==> config.mk <==
export PLATFORM = sky130hd
export DESIGN_NAME = bus_arbiter
export DESIGN_NICKNAME = d
export VERILOG_FILES = /design/src/rtl/bus_arbiter.sv
export SDC_FILE = /design/constraint.sdc
export NUM_CORES = 1
export LEC_CHECK = 0
export CAP_MARGIN = 20
export CORE_AREA = 3 3 104 106
export CTS_BUF_LIST = sky130_fd_sc_hd__clkbuf_4 sky130_fd_sc_hd__clkbuf_8 sky130_fd_sc_hd__clkbuf_16
export DETAILED_ROUTE_END_ITERATION = 8
export DIE_AREA = 0 0 107 109
export PLACE_DENSITY_LB_ADDON = 0.25
export SETUP_SLACK_MARGIN = 0.1
export SYNTH_ARGS = -nofsm -noshare
export SYNTH_HDL_FRONTEND = slang
export SYNTH_SLANG_ARGS = --single-unit
==> constraint.sdc <==
create_clock -name clk -period 4.3 [get_ports clk]
set_clock_uncertainty 0.05 [all_clocks]
set_input_delay 0.86 -clock clk [delete_from_list [all_inputs] [get_ports clk]]
set_output_delay 0.86 -clock clk [all_outputs]
set_load 0.03 [all_outputs]
==> src/rtl/bus_arbiter.sv <==
// bus_arbiter: round-robin arbiter sharing one STB/ACK slave between up to
// four masters. A watchdog ends transfers the slave never acknowledges, and a
// RELEASE cycle after every transfer gives the slave one dead cycle per owner.
module bus_arbiter #(
   parameter int N_MASTERS = 2,
   parameter int AW        = 32,
   parameter int DW        = 32,
   parameter int TIMEOUT   = 16
) (
   input  logic                    clk,
   input  logic                    reset,
   input  logic [N_MASTERS-1:0]    m_stb,
   input  logic [N_MASTERS-1:0]    m_we,
   input  logic [N_MASTERS*AW-1:0] m_adr,
   input  logic [N_MASTERS*DW-1:0] m_dat_w,
   output logic [N_MASTERS-1:0]    m_ack,
   output logic [N_MASTERS-1:0]    m_err,
   output logic [DW-1:0]           m_dat_r,
   output logic [N_MASTERS-1:0]    grant,
   output logic                    s_stb,
   output logic                    s_we,
   output logic [AW-1:0]           s_adr,
   output logic [DW-1:0]           s_dat_w,
   input  logic [DW-1:0]           s_dat_r,
   input  logic                    s_ack
);

   // Index width for a master number; 2 bits covers the 3- and 4-master cases.
   localparam int IW = (N_MASTERS > 2) ? 2 : 1;

   localparam logic [1:0] IDLE    = 2'd0;
   localparam logic [1:0] BUSY    = 2'd1;
   localparam logic [1:0] RELEASE = 2'd2;

   localparam logic [7:0]           WDOG_LAST = 8'(TIMEOUT - 1);
   localparam logic [N_MASTERS-1:0] ONE_HOT0  = {{(N_MASTERS-1){1'b0}}, 1'b1};

   logic [1:0]           state;
   logic [N_MASTERS-1:0] grant_r;
   logic [IW-1:0]        gidx;      // index of the current owner
   logic [IW-1:0]        last;      // index of the previous owner
   logic [7:0]           wdog;      // BUSY cycles elapsed in this transfer
   logic [IW-1:0]        win;
   logic [IW-1:0]        idx;
   logic                 win_vld;
   logic                 busy;
   logic                 ack_hit;
   logic                 abort_hit;
   logic                 tmo_hit;

   // Per-master views of the packed address / write-data buses.
   logic [AW-1:0] adr_a [N_MASTERS];
   logic [DW-1:0] dat_a [N_MASTERS];

   for (genvar i = 0; i < N_MASTERS; i++) begin : g_unpack
      assign adr_a[i] = m_adr[i*AW +: AW];
      assign dat_a[i] = m_dat_w[i*DW +: DW];
   end

   // Round-robin pick: scan downward in distance so the requester closest
   // above 'last' is assigned last and therefore wins; 'last' itself ranks lowest.
   always_comb begin
      win     = '0;
      win_vld = 1'b0;
      idx     = '0;
      for (int k = N_MASTERS; k >= 1; k--) begin
         idx = IW'((int'(last) + k) % N_MASTERS);
         if (m_stb[idx]) begin
            win     = idx;
            win_vld = 1'b1;
         end
      end
   end

   // Transfer termination causes; ACK outranks abort and timeout.
   assign busy      = (state == BUSY);
   assign ack_hit   = busy & s_ack;
   assign abort_hit = busy & ~s_ack & ~m_stb[gidx];
   assign tmo_hit   = busy & ~s_ack & m_stb[gidx] & (wdog == WDOG_LAST);

   // Slave-side routing is gated by BUSY so idle cycles present all zeros.
   assign s_stb   = busy;
   assign s_we    = busy & m_we[gidx];
   assign s_adr   = busy ? adr_a[gidx] : '0;
   assign s_dat_w = busy ? dat_a[gidx] : '0;

   // Master-side responses steer onto the owner's bit only.
   assign m_ack   = ack_hit ? grant_r : '0;
   assign m_err   = tmo_hit ? grant_r : '0;
   assign m_dat_r = s_dat_r;
   assign grant   = grant_r;

   // Arbitration FSM, grant register, rotation pointer and watchdog.
   always_ff @(posedge clk or negedge reset) begin
      if (!reset) begin
         state   <= IDLE;
         grant_r <= '0;
         gidx    <= '0;
         last    <= IW'(N_MASTERS - 1);
         wdog    <= '0;
      end else begin
         case (state)
            IDLE: begin
               if (win_vld) begin
                  state   <= BUSY;
                  grant_r <= ONE_HOT0 << win;
                  gidx    <= win;
                  wdog    <= '0;
               end
            end
            BUSY: begin
               if (ack_hit | abort_hit | tmo_hit) begin
                  state   <= RELEASE;
                  grant_r <= '0;
                  last    <= gidx;
               end else begin
                  wdog <= wdog + 8'd1;
               end
            end
            RELEASE: state <= IDLE;
            default: begin
               state   <= IDLE;
               grant_r <= '0;
            end
         endcase
      end
   end

endmodule

==> results.sh <==
export IMPL_grt_max_degree=41
export IMPL_crit_chain="clkdlybuf4s50_1, mux2i_1, nor3_1, and3_1, clkdlybuf4s50_1"
export IMPL_rsz0062_at_grt="no"
export IMPL_p_leak_nw=1.64
export IMPL_yosys_warnings=0
export IMPL_final_cell_mix="clkdlybuf4s50_1, nor2_1, mux2i_1"
export IMPL_ir_drop_v=0.000301
export IMPL_comb_power_share_pct=81.3
export IMPL_cts_sinks=14
export IMPL_initial_core_util_pct=20.1
export IMPL_p_per_area_nw_per_um2=578
export IMPL_layout_commonest_cell="clkdlybuf4s50_1"
export IMPL_yosys_most_used_dff="dfrtp_1"
export IMPL_postCtsSetupBuffers=0
export IMPL_place_hpwl_mm=7.75
export IMPL_top_usage_layer="met2"
export IMPL_switching_power_mw=1.22
export IMPL_tightest_slew_ns=0.681
export IMPL_insertion_delay_ns=0.25
export IMPL_pwr_share_clk_pct=5.2
export IMPL_grt_use_total_pct=14.6
export IMPL_cap_violations=0
export IMPL_synth_avg_cell_area_um2=7.79
export IMPL_synthMuxAreaShare_pct=34.9
export IMPL_grt_pass1_wl_mm=13.3
export IMPL_synthesis_area_um2=1990
export IMPL_swShare_pct=53.0
export IMPL_clockRootBuffer="clkbuf_8"
export IMPL_finalPower_mw=2.29
export IMPL_cp_top_family="buffers and inverters"
export IMPL_io_buffers=206
export IMPL_synth_seq_cells=14
export IMPL_synth_top_family_by_area="multiplexers"
export IMPL_drt_iter0_drc=80
export IMPL_ios=271
export IMPL_max_slew_margin_pct=54.6
export IMPL_fin_tns_setup_ns=0
export IMPL_yosys_top_cells_area="mux2i_1, dfrtp_1, nor2_1"
export IMPL_crit_buf_inv=2
export IMPL_cp_max_fo=5
export IMPL_met3_usage_pct=3.61
export IMPL_hold_path_class="reg2reg"
export IMPL_seq_power_share_pct=13.5
export IMPL_gr_total_overflow=0
export IMPL_ys_seq_area_share_pct=17.7
export IMPL_critical_path_class="in2out"
export IMPL_via_count=2364
export IMPL_post_route_min_period_ns=3.72
export IMPL_final_nets=588
export IMPL_num_rows=36
export IMPL_dieArea_um2=11700
export IMPL_fillers=994
export IMPL_grt_pass1_vias=2317
export IMPL_use_met1_pct=16.4
export IMPL_die_w_um=107
export IMPL_yosysTopAreaCell="mux2i_1"
export IMPL_first_pass_iters=4
export IMPL_hold_viol=0
export IMPL_layout_drive_gt1_share_pct=4.06
export IMPL_htreeDepth=1
export IMPL_end_kind="primary output"
export IMPL_slowest_delay_ns=0.67
export IMPL_core_um2=9860
export IMPL_crit_path_start_kind="primary input"
export IMPL_drv_slew=0
export IMPL_finalSetupViolations=0
export IMPL_antenna_found_initial=0
export IMPL_dp_slack_ns=0.584
export IMPL_num_antenna_cells=0
export IMPL_async_flop_share_pct=100
export IMPL_cp_required_ns=3.39
export IMPL_arrival_ns=2.81
export IMPL_place_congestion=0.797
export IMPL_syn_nets=423
export IMPL_cts_tree="done"
export IMPL_synth_simple_gate_area_share_pct=20.5
export IMPL_synth_cells=255
export IMPL_slowest_stage="clkdlybuf4s50_1"
export IMPL_synth_fa_ha_area_share_pct=0.630
export IMPL_clk_pin_slew_ns=0.05
export IMPL_drtAntennaViolNets=0
export IMPL_holdBufCountCts=0
export IMPL_crit_top_cell="clkdlybuf4s50_1"
export IMPL_synth_compound_area_share_pct=8.69
export IMPL_intPower_mw=1.08
export IMPL_drt_wl_total_mm=9.22
export IMPL_area_growth_pct=99.8
export IMPL_status="finished, final reports clean"
export IMPL_drc=0
export IMPL_numCtsBuffers=3
export IMPL_grtUsageMet2_pct=28.0
export IMPL_clock_fmax_mhz=269
export IMPL_synth_xor_area_share_pct=0
export IMPL_viasPerCell=4.28
export IMPL_routedWlPerCell_um=16.7
export IMPL_clockBufferDepth=2
export IMPL_fin_ws_ns=0.582
export IMPL_cts_resized_gates=0
export IMPL_yosys_area_top_type_share_pct=33.8
export IMPL_synth_edf_count=0
export IMPL_synth_distinct_cells=36
export IMPL_fin_crit_sh_pct=86.5
export IMPL_die_h_um=109
cell families (layout without fill, tap and decap cells):
kind of cell,Yosys count,count (layout)
AO/OA/AOI/OAI,24,24
adder cells (fa/ha/maj),1,1
buffers and inverters,55,219
AND/OR/NAND/NOR,92,92
multiplexers,69,69
flip-flops,14,14
worst paths after layout:
kind,start,end,slack [ns],cells after the start
worst max-delay path,m_stb[1],m_err[0],0.58,5
worst min-delay path,state[0],grant[0],0.47,1
worst max register to register,gidx,last,2.22,4
worst min register to register,state[0],grant[0],0.47,1
max in group asynchronous,reset,gidx,2.78,1
min in group asynchronous,reset,wdog[0],0.95,1
final cells by class:
type	count	area, µm²	share of cell area, %
timing repair buffer	210	2090	52.7
multi-input combinational	186	1290	32.5
sequential	14	355	8.95
tap	133	166	4.19
clock buffer	4	48.8	1.23
inverter	5	18.8	0.473
through the flow:
stage          hold WS (ns)  area, µm²  instances  util, %
2_1_floorplan         0.404       1990        255        -
3_3_place_gp          0.448       3920        548     39.8
3_5_place_dp          0.464       3920        548     39.8
4_1_cts               0.471       3970        552     40.2
5_1_grt               0.508       3970        552     40.2
6_report              0.468       3970        552     40.2
power groups by stage:
stage	clock network, mW	registers [mW]	logic, mW
after CTS	0.121	0.313	1.89
final	0.119	0.309	1.87
after global routing	0.125	0.325	1.98
after floorplan	0	0.226	1.26
after detailed placement	0	0.316	1.89
after global placement	0	0.315	1.88
synthesized netlist by cell type (2+ instances only):
| library cell | count |
|---|---|
| a21o_1 | 2 |
| a21oi_1 | 2 |
| a31oi_1 | 7 |
| and2_1 | 2 |
| and3_1 | 8 |
| buf_1 | 5 |
| buf_2 | 9 |
| buf_4 | 33 |
| clkbuf_1 | 2 |
| dfrtp_1 | 13 |
| inv_1 | 5 |
| mux2i_1 | 67 |
| nand2_1 | 4 |
| nand3_1 | 2 |
| nor2_1 | 68 |
| nor3_1 | 2 |
| o21ai_0 | 5 |
registers in the layout (all words and copies together) (netlist names):
signal and count:
gidx 1, grant 2, last 1, state 2, wdog 8
layer usage:
metal  up-vias  wire length [µm]
met5         -                 0
met4         0                75
met3         7               761
met2       115              4960
met1      1069              3430
li1       1173                 -
(Power assumes the default switching activity.)
==> RTL change: new RTL, same settings <==
`N_MASTERS`: 2 -> 8.
--- a/src/rtl/bus_arbiter.sv
+++ b/src/rtl/bus_arbiter.sv
@@ -4,3 +4,3 @@
 module bus_arbiter #(
-   parameter int N_MASTERS = 2,
+   parameter int N_MASTERS = 8,
    parameter int AW        = 32,
Interface: changed (7 resized); port bits go from 271 to 685. No check against the original RTL was run, so the function may have changed too.
==> RTL change against the unedited design <==
  * Synthesized cell count is 17% higher
  * The run now fails in I/O pin placement (3_2_place_iop)
  * Area after synthesis is 70% higher
==> RTL change: results (changes against the unedited design) <==
- Outcome: stopped before the end (was finished clean)
- Last stage: I/O pin placement (3_2_place_iop)
- Tool Error: [ERROR PPL-0024] Number of IO pins (685) exceeds maximum number of available positions (380). Increase the die perimeter from 432.00um to 931.60um.
- Synth top area cells: mux4_2, and2_1, dfrtp_1 (was mux2i_1, dfrtp_1, nor2_1)
- Mapped Area: 0.003378 sq mm (was 0.001987 sq mm)
- Post-synth top flop: dfrtp_1 (unchanged)
- Post-synthesis sequential area ratio: 13.41% (was 17.70%)
- Post-Synthesis Cells: 298 (was 255)
- Register bit count reported by yosys: 18 (was 14)
- Synth warnings: 0 (unchanged)
- Most frequent cells after synthesis: and2_1, mux4_2, buf_4 (was nor2_1, mux2i_1, buf_4)
- Share of synthesized registers carrying an async set or reset: 100.0% (unchanged)
- Distinct cells, synth: 48 (was 36)
==> RTL change: kinds of logic after synthesis <==
group,Yosys count,share of synthesized area [%]
buffers and inverters,74,14.22
AND/OR/NAND/NOR,104,19.52
multiplexers,73,46.00
adder cells (fa/ha/maj),1,0.3703
other,1,0.1110
flip-flops,18,13.41
AO/OA/AOI/OAI,27,6.371
